<file path="src/rtl/fighter_remote_link.sv">
`timescale 1ns/1ps
// Player-2 end of the fighter UART link: HELLO/ACK handshake, periodic action bytes,
// and the 5-byte state-packet parser. Optional build macro: ACTION_ON_CHANGE_EN.
module fighter_remote_link #(
  parameter int unsigned ACTION_PERIOD = 1000,
  parameter int unsigned LINK_TIMEOUT  = 50000,
  parameter logic [7:0]  HELLO_BYTE    = 8'h5A,
  parameter logic [7:0]  ACK_BYTE      = 8'hA5,
  parameter logic [7:0]  PKT_HDR       = 8'hC3
) (
  input  logic       clk,
  input  logic       rst_n,
  input  logic [7:0] rx_data,
  input  logic       rx_valid,
  output logic [7:0] tx_data,
  output logic       tx_start,
  input  logic       tx_busy,
  input  logic [2:0] p2_ctrl,
  output logic       link_up,
  output logic [2:0] game_state,
  output logic [7:0] p1_hp,
  output logic [7:0] p2_hp,
  output logic       pkt_valid,
  output logic       chk_err
);

  localparam int unsigned PER_W = (ACTION_PERIOD > 1) ? $clog2(ACTION_PERIOD) : 1;
  localparam int unsigned TO_W  = $clog2(LINK_TIMEOUT + 1);
  localparam logic [PER_W-1:0] PER_LAST = PER_W'(ACTION_PERIOD - 1);
  localparam logic [TO_W-1:0]  TO_LAST  = TO_W'(LINK_TIMEOUT - 1);

  typedef enum logic [1:0] {UNLINKED, ACK_PEND, LINKED} link_state_e;
  typedef enum logic [2:0] {P_HDR, P_ST, P_H1, P_H2, P_CHK} parse_state_e;

  typedef struct packed {
    logic [7:0] st;
    logic [7:0] h1;
    logic [7:0] h2;
  } pkt_fields_t;

  link_state_e      link_state, link_next;
  parse_state_e     parse_state, parse_next;
  pkt_fields_t      fields;
  logic             start_req;
  logic             action_pend;
  logic [PER_W-1:0] per_cnt;
  logic [TO_W-1:0]  to_cnt;
  logic [7:0]       action_c;
  logic             hello_c, wrap_c, timeout_c, enter_c, change_c;
  logic             ack_send_c, act_send_c;
  logic             chk_ok_c, pkt_ok_c, pkt_bad_c;

  // Attack outranks block when both are pressed.
  always_comb begin
    action_c = 8'h00;
    if (p2_ctrl[1])      action_c = 8'h20;
    else if (p2_ctrl[0]) action_c = 8'h10;
  end

  assign hello_c   = rx_valid && (rx_data == HELLO_BYTE);
  assign wrap_c    = (link_state == LINKED) && (per_cnt == PER_LAST);
  assign timeout_c = (link_state == LINKED) && !pkt_valid && (to_cnt == TO_LAST);
  assign enter_c   = (link_state != LINKED) && (link_next == LINKED);

`ifdef ACTION_ON_CHANGE_EN
  logic [7:0] last_sent;

  always_ff @(posedge clk or negedge rst_n) begin
    if (!rst_n)          last_sent <= 8'h00;
    else if (act_send_c) last_sent <= action_c;
  end

  assign change_c = (link_state == LINKED) && (action_c != last_sent);
`else
  assign change_c = 1'b0;
`endif

  // Link FSM: state register.
  always_ff @(posedge clk or negedge rst_n) begin
    if (!rst_n) link_state <= UNLINKED;
    else        link_state <= link_next;
  end

  // Link FSM: ACK_PEND stays put until its own ACK pulse is on the wire.
  always_comb begin
    link_next = link_state;
    case (link_state)
      UNLINKED: if (hello_c && start_req) link_next = ACK_PEND;
      ACK_PEND: if (tx_start)             link_next = LINKED;
      LINKED:   if (timeout_c)            link_next = UNLINKED;
      default:                            link_next = UNLINKED;
    endcase
  end

  // Link FSM: transmit decisions; never back-to-back and never into a busy UART.
  always_comb begin
    ack_send_c = 1'b0;
    act_send_c = 1'b0;
    case (link_state)
      ACK_PEND: ack_send_c = !tx_busy && !tx_start;
      LINKED:   act_send_c = action_pend && !tx_busy && !tx_start;
      default:  ;
    endcase
  end

  always_ff @(posedge clk or negedge rst_n) begin
    if (!rst_n) begin
      tx_start    <= 1'b0;
      tx_data     <= 8'h00;
      link_up     <= 1'b0;
      start_req   <= 1'b0;
      action_pend <= 1'b0;
      per_cnt     <= '0;
      to_cnt      <= '0;
    end else begin
      tx_start <= ack_send_c || act_send_c;
      if (ack_send_c)      tx_data <= ACK_BYTE;
      else if (act_send_c) tx_data <= action_c;
      link_up <= (link_next == LINKED);

      if (enter_c || timeout_c) start_req <= 1'b0;
      else if (p2_ctrl[2])      start_req <= 1'b1;

      // A wrap while a byte is still pending does not queue a second one.
      if ((link_state != LINKED) || (link_next != LINKED)) begin
        per_cnt     <= '0;
        action_pend <= 1'b0;
      end else begin
        per_cnt <= wrap_c ? '0 : per_cnt + PER_W'(1);
        if (act_send_c)               action_pend <= 1'b0;
        else if (wrap_c || change_c)  action_pend <= 1'b1;
      end

      if ((link_state != LINKED) || pkt_valid) to_cnt <= '0;
      else                                     to_cnt <= to_cnt + TO_W'(1);
    end
  end

  // Parser FSM: state register.
  always_ff @(posedge clk or negedge rst_n) begin
    if (!rst_n) parse_state <= P_HDR;
    else        parse_state <= parse_next;
  end

  // Parser FSM: a header-valued byte mid-packet is plain data (no resync).
  always_comb begin
    parse_next = parse_state;
    if (rx_valid) begin
      case (parse_state)
        P_HDR:   if (rx_data == PKT_HDR) parse_next = P_ST;
        P_ST:    parse_next = P_H1;
        P_H1:    parse_next = P_H2;
        P_H2:    parse_next = P_CHK;
        P_CHK:   parse_next = P_HDR;
        default: parse_next = P_HDR;
      endcase
    end
  end

  // Parser FSM: checksum verdict on the final byte.
  always_comb begin
    chk_ok_c  = (rx_data == (fields.st ^ fields.h1 ^ fields.h2));
    pkt_ok_c  = 1'b0;
    pkt_bad_c = 1'b0;
    if (rx_valid && (parse_state == P_CHK)) begin
      pkt_ok_c  = chk_ok_c;
      pkt_bad_c = !chk_ok_c;
    end
  end

  always_ff @(posedge clk or negedge rst_n) begin
    if (!rst_n) begin
      fields     <= '0;
      game_state <= 3'd0;
      p1_hp      <= 8'd100;
      p2_hp      <= 8'd100;
      pkt_valid  <= 1'b0;
      chk_err    <= 1'b0;
    end else begin
      pkt_valid <= pkt_ok_c;
      chk_err   <= pkt_bad_c;
      if (rx_valid) begin
        case (parse_state)
          P_ST:    fields.st <= rx_data;
          P_H1:    fields.h1 <= rx_data;
          P_H2:    fields.h2 <= rx_data;
          default: ;
        endcase
      end
      if (pkt_ok_c) begin
        game_state <= fields.st[2:0];
        p1_hp      <= fields.h1;
        p2_hp      <= fields.h2;
      end
    end
  end

endmodule
</file>
<file path="config.mk">
export PLATFORM = sky130hd
export DESIGN_NAME = fighter_remote_link
export DESIGN_NICKNAME = d
export VERILOG_FILES = /design/src/rtl/fighter_remote_link.sv
export SDC_FILE = /design/constraint.sdc
export NUM_CORES = 1
export LEC_CHECK = 0
export BUFFER_PORTS_ARGS = -buffer_cell sky130_fd_sc_hd__buf_4
export CORE_UTILIZATION = 62
export DETAILED_ROUTE_END_ITERATION = 10
export MAX_ROUTING_LAYER = met4
export PLACE_DENSITY = 0.9
export SETUP_SLACK_MARGIN = 0.02
export SLEW_MARGIN = 10
export SYNTH_ARGS = -nofsm -noshare
export SYNTH_HDL_FRONTEND = slang
export SYNTH_SLANG_ARGS = --single-unit
</file>
<file path="constraint.sdc">
create_clock -name clk -period 2.97 [get_ports clk]
set_input_delay 0.594 -clock clk [delete_from_list [all_inputs] [get_ports clk]]
set_output_delay 0.594 -clock clk [all_outputs]
set_load 0.02 [all_outputs]
</file>
Yosys cells after proc, flatten, opt, wreduce, memory -nomap -nowiden --
Cells that the tools add are included.
Word-level totals: register bits 88, input bits 15, output and inout bits 31, logic and storage cells 85
Cells by class: $add $sub $neg 2, eq/ne operators 15, mux-type cells 22, bitwise gates (word level) 2, reductions and logical operators 27
Operators by type and width (count):
- $mux 8 | 3
- $mux 10 | 2
- $add 16x1->16 const B | 1
- $eq 16x16->1 const B | 1
- $mux 16 | 1
- $xor 8x8->8 | 2
- $pmux 3 s4 | 1
- $add 10x1->10 const B | 1
- $eq 10x10->1 const B | 1
- $logic_and 1x1->1 | 10
- $mux 1 | 9
- $eq 8x7->1 const B | 1
- $eq 8x8->1 | 1
- $eq 8x8->1 const B | 1
- $reduce_and 2->1 | 4
- $eq 3x2->1 const B | 2
- $mux 2 | 3
- $ne 2x2->1 const B | 3
- $pmux 2 s3 | 1
- $mux 5 | 1
- $eq 2x2->1 const B | 2
- $logic_not 1->1 | 4
- $logic_or 1x1->1 | 4
- $reduce_bool 2->1 | 2
- 7 further kinds | 7

Depth between registers and ports, before layout --
depth after elaboration 9, gate-level depth with buffers 7, gate-level depth less buffers 6

Worst setup path before layout --
No wires, ideal clock.
path type input -> register, start point input rx_data[5], end point register game_state[2], setup time 0.125 ns, arrival 1.813 ns, data required time 2.845 ns, slack 1.032 ns, stages on the path 6, buffers on the path 1, cells stage by stage xor2_1 xnor2_1 nor4_1 nand3b_1 buf_6 mux2_4
On the way: word-level cells in the longest chain between the ends 2
Ends and longest elaborated chain:
- from (decl) | RTL line 13 | input logic [7:0] rx_data,
- $eq 8x8->1 | RTL line 162 | chk_ok_c = (rx_data == (fields.st ^ fields.h1 ^ fields.h2));
- $mux 1 | RTL line 165 | if (rx_valid && (parse_state == P_CHK)) begin
- to (signal assigned) | RTL line 191 | game_state <= fields.st[2:0];
- to (decl) | RTL line 20 | output logic [2:0] game_state,
No other way between the ends. A chain may end at the register's enable or synchronous reset.

Worst setup path in the final report --
start point register fields[4] (netlist name), end point register p2_hp[0]
On the way: word-level cells in the longest chain between the ends 3
Ends and longest elaborated chain:
- from (decl) | RTL line 43 | pkt_fields_t fields;
- $xor 8x8->8 | RTL line 162
- $eq 8x8->1 | RTL line 162
- $mux 1 | RTL line 165
- to (signal assigned) | RTL line 193 | p2_hp <= fields.h2;
- to (decl) | RTL line 22 | output logic [7:0] p2_hp,
No other way between the ends.

==> reports/metrics.yaml <==
critical_path_arrival_ns: 2.21
ctsRootBufferMaster: "clkbuf_8"
cp_max_fo: 11
cts.clk_slew.worst_paths_ns: 0.08
clock_skew_ns: 0.0104
cts.sinks: 83
hp-class: "in2async"
synth-seq-area-share: 0.553
crit_type: "reg2reg"
finalSetupTns_ns: 0
drc: 0
total_power_mw: 3.18
synth_ff_type: "dfrtp_1"
drv_slew: 0
worst_slew_pin_slew_ns: 1.00
synthCells: 309
ys_seq_elements: 83
final_layout_size_suffix_gt1_frac: 0.315
die_w_um: 80.0
worst-path-buf-inv: 1
ir_drop_uv: 443
post_cts_resized: 0
worstSkewPairLatency_ns: 0.35
cts_setup_buffers: 0
finalHoldViolCount: 0
async_flop_share: 1.00
run_status: "finished, final reports clean"
dr.pass1.iters: 4
cts_buffers: 9
io_pins: 46
grt_max_degree: 84
leakage_nw: 2.00
path_delay_family: "simple AND/OR/NAND/NOR gates"
crit_chain: "xor2_1 -> xnor2_1 -> nor4_1 -> nand3b_1 -> buf_4 -> mux2_4"
synth_edf_count: 0
max_freq_mhz: 508
worst_setup_path_end_kind: "flop"
h-tree-depth: 3
diodes: 0
wl_per_cell_um: 15.6
viasPerCell: 5.52
cp-start-kind: "flop"
fillCellCount: 403
wl_mm: 6.77
rsz0062_at_grt: "no"
synthesis.area_um2: 3770
first_iter_violations: 115
ant_nets: 0
slowest_stage: "nor4_1"
fin_util: 0.733
critical_path.max_stage_delay_ns: 0.43
slew_headroom: 0.332
dp_hpwl_mm: 4.83
grtUsageTotal: 0.244
max_cap_viol_count: 0
die_h_um: 80.0
fin_nets: 371
clockBufferDepth: 2
overflow: 0
start_util: 0.640
fin_crit_sh: 0.662
period_minus_slack_ns: 1.97
core-area_um2: 5890
cts_tree: "built"
cts_hold_buf: 0
synth_cell_type_count: 35
dieArea_um2: 6390
placementRows: 28
finalWeightedCongestion: 0.770
grt_pass1_wl_mm: 11.3
yosysWarningCount: 0
io_buffers: 42
area_delta_synth_final_pct: 14.5
antenna_found_initial: 0
grt_pass1_vias: 2461
p_per_area_nw_per_um2: 736
vias: 2394
setup_viol: 0
postSynthAreaPerCell_um2: 12.2
cp.required_ns: 3.21
[routing by layer]
layer	vias up	track usage	part of all wire
li1	1132	-	-
met1	1190	0.306	0.46
met2	62	0.388	0.49
met3	10	0.0560	0.041
met4	0	0.0946	0.017
met5	-	-	0
[placed cells by master, fill, tap and decap left out, types with 10 or more instances in the layout]
cell type	instances
nand3_1	16
clkbuf_8	10
xnor2_1	26
xor2_1	19
dfrtp_1	77
mux2_4	19
mux2_2	25
nor2_1	41
buf_4	44
nand2_1	10
[cell usage after synthesis (all sizes together), types with 3 or more instances]
cell / n / share of area
dfrtp: 77 / 0.51
mux2: 44 / 0.15
nor2: 41 / 0.041
xnor2: 26 / 0.060
xor2: 19 / 0.044
nand3: 16 / 0.021
nand2: 10 / 0.010
buf: 8 / 0.017
inv: 7 / 0.0070
o21ai: 7 / 0.0093
dfstp: 6 / 0.042
nand4: 6 / 0.010
nor3: 6 / 0.0080
and3: 5 / 0.0083
a21oi: 4 / 0.0053
clkbuf: 4 / 0.0040
nor2b: 3 / 0.0050
nor3b: 3 / 0.0073
[stage by stage]
step	cell area (um^2)	hold WS (ns)	std cells	setup slack, ns
after floorplan	3770	0.298	311	1.03
after global placement	4120	0.447	418	0.826
after detailed placement	4120	0.459	418	0.736
after CTS	4310	0.428	434	0.995
after global routing	4310	0.430	434	0.856
final	4310	0.408	434	1.00
[where the power goes]
group          switching [mW]  internal [mW]
logic                   0.368          0.454
clock network           0.395          0.409
registers               0.203           1.35
[path summary, 6_finish.rpt]
kind,slack (ns),from,cells after the start,endpoint
max in group asynchronous,1.92,rst_n,1,to_cnt[1]
worst min register to register,0.46,per_cnt[0],1,per_cnt[0]
worst max-delay path,1.00,fields[4],6,p2_hp[0]
worst min-delay path,0.41,rst_n,1,p1_hp[7]
min in group clk,0.44,tx_busy,2,tx_start
worst max register to register,1.00,fields[4],6,p2_hp[0]
[layout make-up]
type	instances	area, um^2	area share
clock buffer	11	141	0.0328
clock inverter	5	53.8	0.0125
inverter	7	26.3	0.00609
multi-input combinational	209	1580	0.367
sequential	83	2080	0.483
tap	75	93.8	0.0218
timing repair buffer	44	330	0.0766
[registers in the layout, summed over array words and instances, names as in the netlist]
signal	flops
fields	24
to_cnt	16
per_cnt	10
p1_hp	8
p2_hp	8
game_state	3
parse_state	3
tx_data	3
link_state	2
action_pend	1
chk_err	1
link_up	1
pkt_valid	1
start_req	1
tx_start	1
[cells by family (layout without fill, tap and decap cells)]
group	count (synthesis)	after routing	synth area share
XOR/XNOR	45	45	0.105
flip-flops	83	83	0.553
AO/OA/AOI/OAI	14	14	0.0223
buffers and inverters	19	67	0.0282
other	1	3	0.000995
adder cells (fa/ha/maj)	2	2	0.00664
AND/OR/NAND/NOR	101	101	0.134
multiplexers	44	44	0.150
[worst register-to-register path, stage by stage (launching register included)]
cell	delay, ns
dfrtp_1	0.42
xor2_1	0.16
xnor2_1	0.14
nor4_1	0.43
nand3b_1	0.17
buf_4	0.24
mux2_4	0.32
Power figures use the tool's default switching activity.
